### src/rtl/multicycle_control_fsm.sv
// Main control FSM of the multicycle RV32I core: sequences the shared memory port,
// ALU and register file over several cycles and drives the datapath selects and enables.
module multicycle_control_fsm #(
  parameter bit MEM_HANDSHAKE = 1'b1
) (
  input  logic       clk,
  input  logic       reset,
  input  logic [6:0] op,
  input  logic [2:0] funct3,
  input  logic       funct7b5,
  input  logic       zero,
  input  logic       mem_ready,
  output logic       pc_write,
  output logic       adr_src,
  output logic       mem_write,
  output logic       ir_write,
  output logic       reg_write,
  output logic [1:0] result_src,
  output logic [1:0] alu_src_a,
  output logic [1:0] alu_src_b,
  output logic [2:0] alu_control,
  output logic [1:0] imm_src,
  output logic       illegal,
  output logic [3:0] state_o
);

  localparam logic [6:0] OP_LW  = 7'b0000011;
  localparam logic [6:0] OP_SW  = 7'b0100011;
  localparam logic [6:0] OP_R   = 7'b0110011;
  localparam logic [6:0] OP_I   = 7'b0010011;
  localparam logic [6:0] OP_BEQ = 7'b1100011;
  localparam logic [6:0] OP_JAL = 7'b1101111;

  localparam logic [2:0] ALU_ADD = 3'b000;
  localparam logic [2:0] ALU_SUB = 3'b001;
  localparam logic [2:0] ALU_AND = 3'b010;
  localparam logic [2:0] ALU_OR  = 3'b011;
  localparam logic [2:0] ALU_SLT = 3'b101;

  typedef enum logic [3:0] {
    S_FETCH    = 4'd0,
    S_DECODE   = 4'd1,
    S_MEMADR   = 4'd2,
    S_MEMREAD  = 4'd3,
    S_MEMWB    = 4'd4,
    S_MEMWRITE = 4'd5,
    S_EXECR    = 4'd6,
    S_EXECI    = 4'd7,
    S_ALUWB    = 4'd8,
    S_BEQ      = 4'd9,
    S_JAL      = 4'd10,
    S_TRAP     = 4'd15
  } state_e;

  state_e     state_q, state_d;
  logic       illegal_q, illegal_d;
  logic       memDone;
  logic       pcUpdate;
  logic       branch;
  logic [2:0] functAlu;

  // Without the handshake every memory access is assumed to finish in one cycle.
  assign memDone = MEM_HANDSHAKE ? mem_ready : 1'b1;

  always_ff @(posedge clk) begin
    if (reset) begin
      state_q   <= S_FETCH;
      illegal_q <= 1'b0;
    end else begin
      state_q   <= state_d;
      illegal_q <= illegal_d;
    end
  end

  always_comb begin
    state_d = state_q;
    case (state_q)
      S_FETCH:    if (memDone) state_d = S_DECODE;
      S_DECODE: begin
        case (op)
          OP_LW, OP_SW: state_d = S_MEMADR;
          OP_R:         state_d = S_EXECR;
          OP_I:         state_d = S_EXECI;
          OP_BEQ:       state_d = S_BEQ;
          OP_JAL:       state_d = S_JAL;
          default:      state_d = S_TRAP;
        endcase
      end
      S_MEMADR:   state_d = (op == OP_LW) ? S_MEMREAD : S_MEMWRITE;
      S_MEMREAD:  if (memDone) state_d = S_MEMWB;
      S_MEMWRITE: if (memDone) state_d = S_FETCH;
      S_MEMWB, S_ALUWB, S_BEQ:  state_d = S_FETCH;
      S_EXECR, S_EXECI, S_JAL:  state_d = S_ALUWB;
      S_TRAP:     state_d = S_TRAP;
      default:    state_d = S_TRAP;
    endcase
    illegal_d = illegal_q | (state_d == S_TRAP);
  end

  // funct7b5 only selects subtract for R-type; I-type addi shares the bit with the immediate.
  always_comb begin
    functAlu = ALU_ADD;
    case (funct3)
      3'b000:  functAlu = (funct7b5 && op[5]) ? ALU_SUB : ALU_ADD;
      3'b010:  functAlu = ALU_SLT;
      3'b110:  functAlu = ALU_OR;
      3'b111:  functAlu = ALU_AND;
      default: functAlu = ALU_ADD;
    endcase
  end

  // While reset is high the selects show FETCH values and every enable is held low.
  always_comb begin
    adr_src     = 1'b0;
    mem_write   = 1'b0;
    ir_write    = 1'b0;
    reg_write   = 1'b0;
    result_src  = 2'b00;
    alu_src_a   = 2'b00;
    alu_src_b   = 2'b00;
    alu_control = ALU_ADD;
    pcUpdate    = 1'b0;
    branch      = 1'b0;
    case (reset ? S_FETCH : state_q)
      S_FETCH: begin
        alu_src_b  = 2'b10;
        result_src = 2'b10;
        ir_write   = memDone & ~reset;
        pcUpdate   = memDone & ~reset;
      end
      S_DECODE: begin
        alu_src_a = 2'b01;
        alu_src_b = 2'b01;
      end
      S_MEMADR: begin
        alu_src_a = 2'b10;
        alu_src_b = 2'b01;
      end
      S_MEMREAD:  adr_src = 1'b1;
      S_MEMWB: begin
        result_src = 2'b01;
        reg_write  = 1'b1;
      end
      S_MEMWRITE: begin
        adr_src   = 1'b1;
        mem_write = 1'b1;
      end
      S_EXECR: begin
        alu_src_a   = 2'b10;
        alu_control = functAlu;
      end
      S_EXECI: begin
        alu_src_a   = 2'b10;
        alu_src_b   = 2'b01;
        alu_control = functAlu;
      end
      S_ALUWB:    reg_write = 1'b1;
      S_BEQ: begin
        alu_src_a   = 2'b10;
        alu_control = ALU_SUB;
        branch      = 1'b1;
      end
      S_JAL: begin
        alu_src_a = 2'b01;
        alu_src_b = 2'b10;
        pcUpdate  = 1'b1;
      end
      default: ;
    endcase
    pc_write = pcUpdate | (branch & zero);
  end

  always_comb begin
    case (op)
      OP_SW:   imm_src = 2'b01;
      OP_BEQ:  imm_src = 2'b10;
      OP_JAL:  imm_src = 2'b11;
      default: imm_src = 2'b00;
    endcase
  end

  assign illegal = illegal_q;
  assign state_o = state_q;

endmodule
### config.mk
export PLATFORM = sky130hd
export DESIGN_NAME = multicycle_control_fsm
export DESIGN_NICKNAME = d
export VERILOG_FILES = /design/src/rtl/multicycle_control_fsm.sv
export SDC_FILE = /design/constraint.sdc
export NUM_CORES = 1
export LEC_CHECK = 0
export BUFFER_PORTS_ARGS = -buffer_cell sky130_fd_sc_hd__buf_4
export CELL_PAD_IN_SITES_DETAIL_PLACEMENT = 0
export CELL_PAD_IN_SITES_GLOBAL_PLACEMENT = 2
export CORE_MARGIN = 1
export CORE_UTILIZATION = 23
export CTS_CLUSTER_DIAMETER = 50
export DETAILED_ROUTE_END_ITERATION = 12
export GPL_ROUTABILITY_DRIVEN = 0
export PLACE_DENSITY_LB_ADDON = 0.1
export SLEW_MARGIN = 20
export SYNTH_ARGS = -nofsm -noshare
export SYNTH_HDL_FRONTEND = slang
export SYNTH_SLANG_ARGS = --single-unit
### constraint.sdc
create_clock -name clk -period 4.1 [get_ports clk]
set_input_delay 0.41 -clock clk [delete_from_list [all_inputs] [get_ports clk]]
set_output_delay 0.41 -clock clk [all_outputs]
set_load 0.02 [all_outputs]
Yosys cells after proc, flatten, opt, wreduce, memory -nomap -nowiden
Index checks and enable logic that the tools add are counted.
- bits of input ports: 15
- output and inout port bits: 21
- logic and storage cells: 71
- flip-flop bits (word level): 5
- mux-type cells: 20
- equality and inequality tests: 30
- reductions and logical operators: 14
- bitwise logic cells: 5
- operator list (operator ; count):
    $eq A4 B3 Y1 const B ; 8
    $eq A4 B4 Y1 const B ; 7
    $pmux W4 S7 ; 1
    $pmux W4 S5 ; 1
    $eq A4 B2 Y1 const B ; 4
    $mux W4 ; 4
    $eq A7 B6 Y1 const B ; 2
    $eq A7 B7 Y1 const B ; 2
    $pmux W2 S2 ; 3
    $pmux W3 S4 ; 1
    $reduce_or A2 Y1 ; 6
    $reduce_or A3 Y1 ; 3
    $eq A4 B1 Y1 const B ; 2
    $logic_not A4 Y1 ; 2
    $eq A7 B2 Y1 const B ; 1
    $eq A7 B5 Y1 const B ; 1
    $eq A3 B3 Y1 const B ; 2
    $mux W1 ; 6
    $pmux W2 S3 ; 1
    $pmux W3 S2 ; 1
    $reduce_or A4 Y1 ; 1
    $eq A3 B2 Y1 const B ; 1
    $logic_not A3 Y1 ; 1
    $mux W3 ; 1
    other kinds (5) ; 7

Depth between registers and ports, before layout
- word-level depth: 6
- mapped depth: 5
- depth with buffers taken out: 4

Least setup slack after synthesis
OpenSTA, ideal clock, no wires.
- kind: reg-to-output
- start point: register state_q[2] (netlist: state_o[2])
- end point: output alu_control[2]
- data arrival time: 1.641 ns
- data required time: 3.690 ns
- slack: 2.049 ns
- path buffers: 1
- stages on the path, launching flop included: 4
- cell sequence: dfxtp_1 buf_2 nand2_1 nor4_1
- word-level cells in the longest chain between the ends: 4
- elaborated cells between the ends (all ways): 6
- classes of those cells: eq/ne: 3; mux: 2; reduce/logical: 1
- RTL lines (element ; line ; text):
    from (decl) ; 55 ; state_e state_q, state_d;
    from (signal assigned) ; 70 ; state_q <= state_d;
    $mux W4 * ; 124 ; case (reset ? S_FETCH : state_q)
    $eq A4 B3 Y1 ; 124 ;
    $reduce_or A2 Y1 (no line) ; -- ;
    $pmux W3 S2 * ; 124 ;
    to (decl) ; 21 ; output logic [2:0] alu_control,
Mark *: on every way between the ends. The rest lies on a longest branch, timed or not.

Worst setup path in the final report
- start point: register state_q[2] (netlist: state_o[2])
- end point: output alu_control[0]
The elaborated chain is that of the path after synthesis.

==> impl_metrics.sql <==
INSERT INTO impl_metrics (metric_group, metric, value, unit) VALUES
('logic_synthesis', 'syn_avg_cell_area', '6.87', 'µm²'),
('layout', 'layoutNonFillerInstCount', '160', ''),
('timing', 'final_min_period_over_clock_period', '53.5', '%'),
('pwr', 'netSwitchingPower', '0.000288', 'W'),
('layout', 'antenna_diode_count', '0', ''),
('die', 'core', '2730', 'µm²'),
('route', 'detailedRoute.firstIterationViolations', '36', ''),
('clocking', 'cts_root_buffer', 'clkbuf_4', ''),
('clocking', 'worst_skew_pair_later_pin_latency', '240', 'ps'),
('layout', 'num-nets-final', '145', ''),
('timing', 'rsz0062_at_grt', 'no', ''),
('timing', 'report.final.slew_viol_count', '0', ''),
('timing', 'finClkSkew', '2.75', 'ps'),
('placement', 'port_buffers', '35', ''),
('placement', 'place_inst', '156', ''),
('pwr', 'power.share.switching', '51.0', '%'),
('worst_setup_path', 'worstPathArrival', '1780', 'ps'),
('pwr', 'pwr-share-comb', '63.2', '%'),
('pwr', 'cellPowerDensity', '593', 'nW/µm²'),
('clocking', 'cts-hold-fix-buffers', '0', ''),
('pwr', 'total_power', '0.000565', 'W'),
('die', 'die-height', '55.5', 'µm'),
('route', 'topRoutingLayerUsed', 'met3', ''),
('timing', 'worst-slew-pin-transition', '740', 'ps'),
('logic_synthesis', 'yosys_register_bits', '5', ''),
('run_status', 'run_status', 'finished, final reports clean', ''),
('route', 'detail_route.vias_per_cell', '5.03', ''),
('logic_synthesis', 'ys.warnings.count', '0', ''),
('global_route', 'antenna_found_initial', '0', ''),
('logic_synthesis', 'synth_top_area_cell', 'dfxtp_1', ''),
('logic_synthesis', 'mapped_cell_area', '659', 'µm²'),
('worst_setup_path', 'cp_data_required_time', '3690', 'ps'),
('global_route', 'pin_count_of_the_biggest_net_entering_global_routing', '22', ''),
('logic_synthesis', 'number_of_distinct_library_cells_after_synthesis', '37', ''),
('logic_synthesis', 'synthCells', '96', ''),
('worst_setup_path', 'worstSetupStartpointType', 'register', ''),
('timing', 'final_hold_viol_count', '0', ''),
('timing', 'slew-limit-headroom', '50.6', '%'),
('logic_synthesis', 'synth_enable_flop_cells', '0', ''),
('clocking', 'cts_tree', 'yes', ''),
('worst_setup_path', 'start_to_end_type_of_the_worst_setup_path', 'reg -> out', ''),
('clocking', 'cts_setup_buffers', '0', ''),
('route', 'drt-total-wl', '1980', 'µm'),
('logic_synthesis', 'mappedNetlistNets', '111', ''),
('pwr', 'internal_power', '0.000277', 'W'),
('clocking', 'path_clk_slew', '40', 'ps'),
('die', 'floorplan.die_area', '3090', 'µm²'),
('die', 'io_pins', '36', ''),
('pwr', 'power_share_of_the_sequential_group', '26.8', '%'),
('global_route', 'gr-usage-all-layers', '13.0', '%'),
('route', 'detail_route.drc_violations', '0', ''),
('pwr', 'clkPwrFrac', '10.0', '%'),
('global_route', 'grt_pass1_wl', '3220', 'µm'),
('timing', 'setup_viol_count_final', '0', ''),
('global_route', 'number_of_global_route_vias_before_repair', '694', ''),
('route', 'wl_met3', '87', 'µm'),
('route', 'drt_pre_antenna_iters', '4', ''),
('layout', 'post_route_cells_drive_above_1_share', '32.6', '%'),
('route', 'm1WireLength', '937', 'µm'),
('global_route', 'globalRoute.totalOverflow', '0', ''),
('layout', 'area_growth', '44.4', '%'),
('logic_synthesis', 'synth-async-reset-ratio', '0', '%'),
('run', 'drv.max_cap_violation_count', '0', ''),
('die', 'initial_core_util', '24.1', '%'),
('clocking', 'cts_buffers', '3', ''),
('clocking', 'clk_path_buf_depth', '2', ''),
('placement', 'dp_hpwl', '1490', 'µm'),
('worst_setup_path', 'critical_path.max_fanout', '18', ''),
('route', 'wl_met2', '954', 'µm'),
('clocking', 'ctsHtreeMaxLevel', '1', ''),
('route', 'wl_per_instance', '12.4', 'µm');
==> final cells by class <==
cell class,count,area (µm²)
fill,299,1780
tap,31,38.8
sequential,5,100
inverter,4,15.0
clock buffer,4,26.3
timing repair buffer,35,263
multi-input combinational,81,509
==> power groups by stage <==
stage                     Combinational (W)  Clock [W]  Sequential (W)
after global routing               0.000391  0.0000654        0.000162
after floorplan                    0.000272          0        0.000117
final                              0.000357  0.0000565        0.000151
after CTS                          0.000359  0.0000590        0.000154
after detailed placement           0.000358          0        0.000155
after global placement             0.000359          0        0.000152
==> through the flow <==
step	area [µm²]	worst slack (ps)	hold WS [ps]	utilization, %
2_1_floorplan	659	2050	608	-
3_3_place_gp	926	2110	478	33.9
3_5_place_dp	926	2130	478	33.9
4_1_cts	952	1870	424	34.8
5_1_grt	952	1760	411	34.8
6_report	952	1910	429	34.8
==> cells in the mapped netlist (3+ instances only) <==
cell type,n
nand2_1,12
nor2_1,9
a21oi_1,8
dfxtp_1,5
nor3_1,5
buf_2,4
inv_1,4
xor2_1,4
and2_1,3
and3_1,3
nor4b_2,3
==> flip-flops by register name, summed over array words and instances (netlist names) <==
name,cells
illegal,1
state_o,4
==> worst max-delay path: stages, from the launching register on <==
cell       delay [ps]
dfxtp_1           750
nand2_1           260
nor3_1            240
o2bb2ai_1         140
buf_4             160
==> cells in the final DEF (no fill, tap or decap), drive strengths merged <==
master	count
buf	35
nand2	12
nor2	9
a21oi	8
nor3	5
dfxtp	5
inv	4
xor2	4
clkbuf	4
o21ai	4
and2	3
and3	3
nor4b	3
a31oi	3
nor2b	2
nand2b	2
nand3b	2
o31ai	2
o21bai	2
a21o	2
o211ai	2
or3	1
and3b	1
xnor2	1
o2bb2ai	1
nor4	1
and2b	1
a2111oi	1
nand4	1
nor4bb	1
a221oi	1
a22o	1
nand3	1
a22oi	1
==> cell families after synthesis <==
logic type	count (synthesis)	share of synthesized area [%]
AOI/OAI and AO/OA	28	28.7
and+or+nand+nor	48	41.9
xor gates and xnor gates	5	6.64
DFF	5	15.2
buffers and inverters	10	7.59
==> path summary, 6_finish.rpt <==
path         startpoint  cells past startpoint              to  slack (ps)
max          state_o[2]                      4  alu_control[0]        1910
min               reset                      2      state_o[0]         430
min reg2reg     illegal                      1         illegal         480
max reg2reg  state_o[2]                      4         illegal        2200
==> per-layer routing <==
metal | up-vias | GRT usage (%)
met5 | - | 0
met4 | 0 | 2.14
met3 | 0 | 3.98
met2 | 26 | 21.2
met1 | 366 | 17.2
li1 | 413 | -
(Power assumes the default switching activity.)
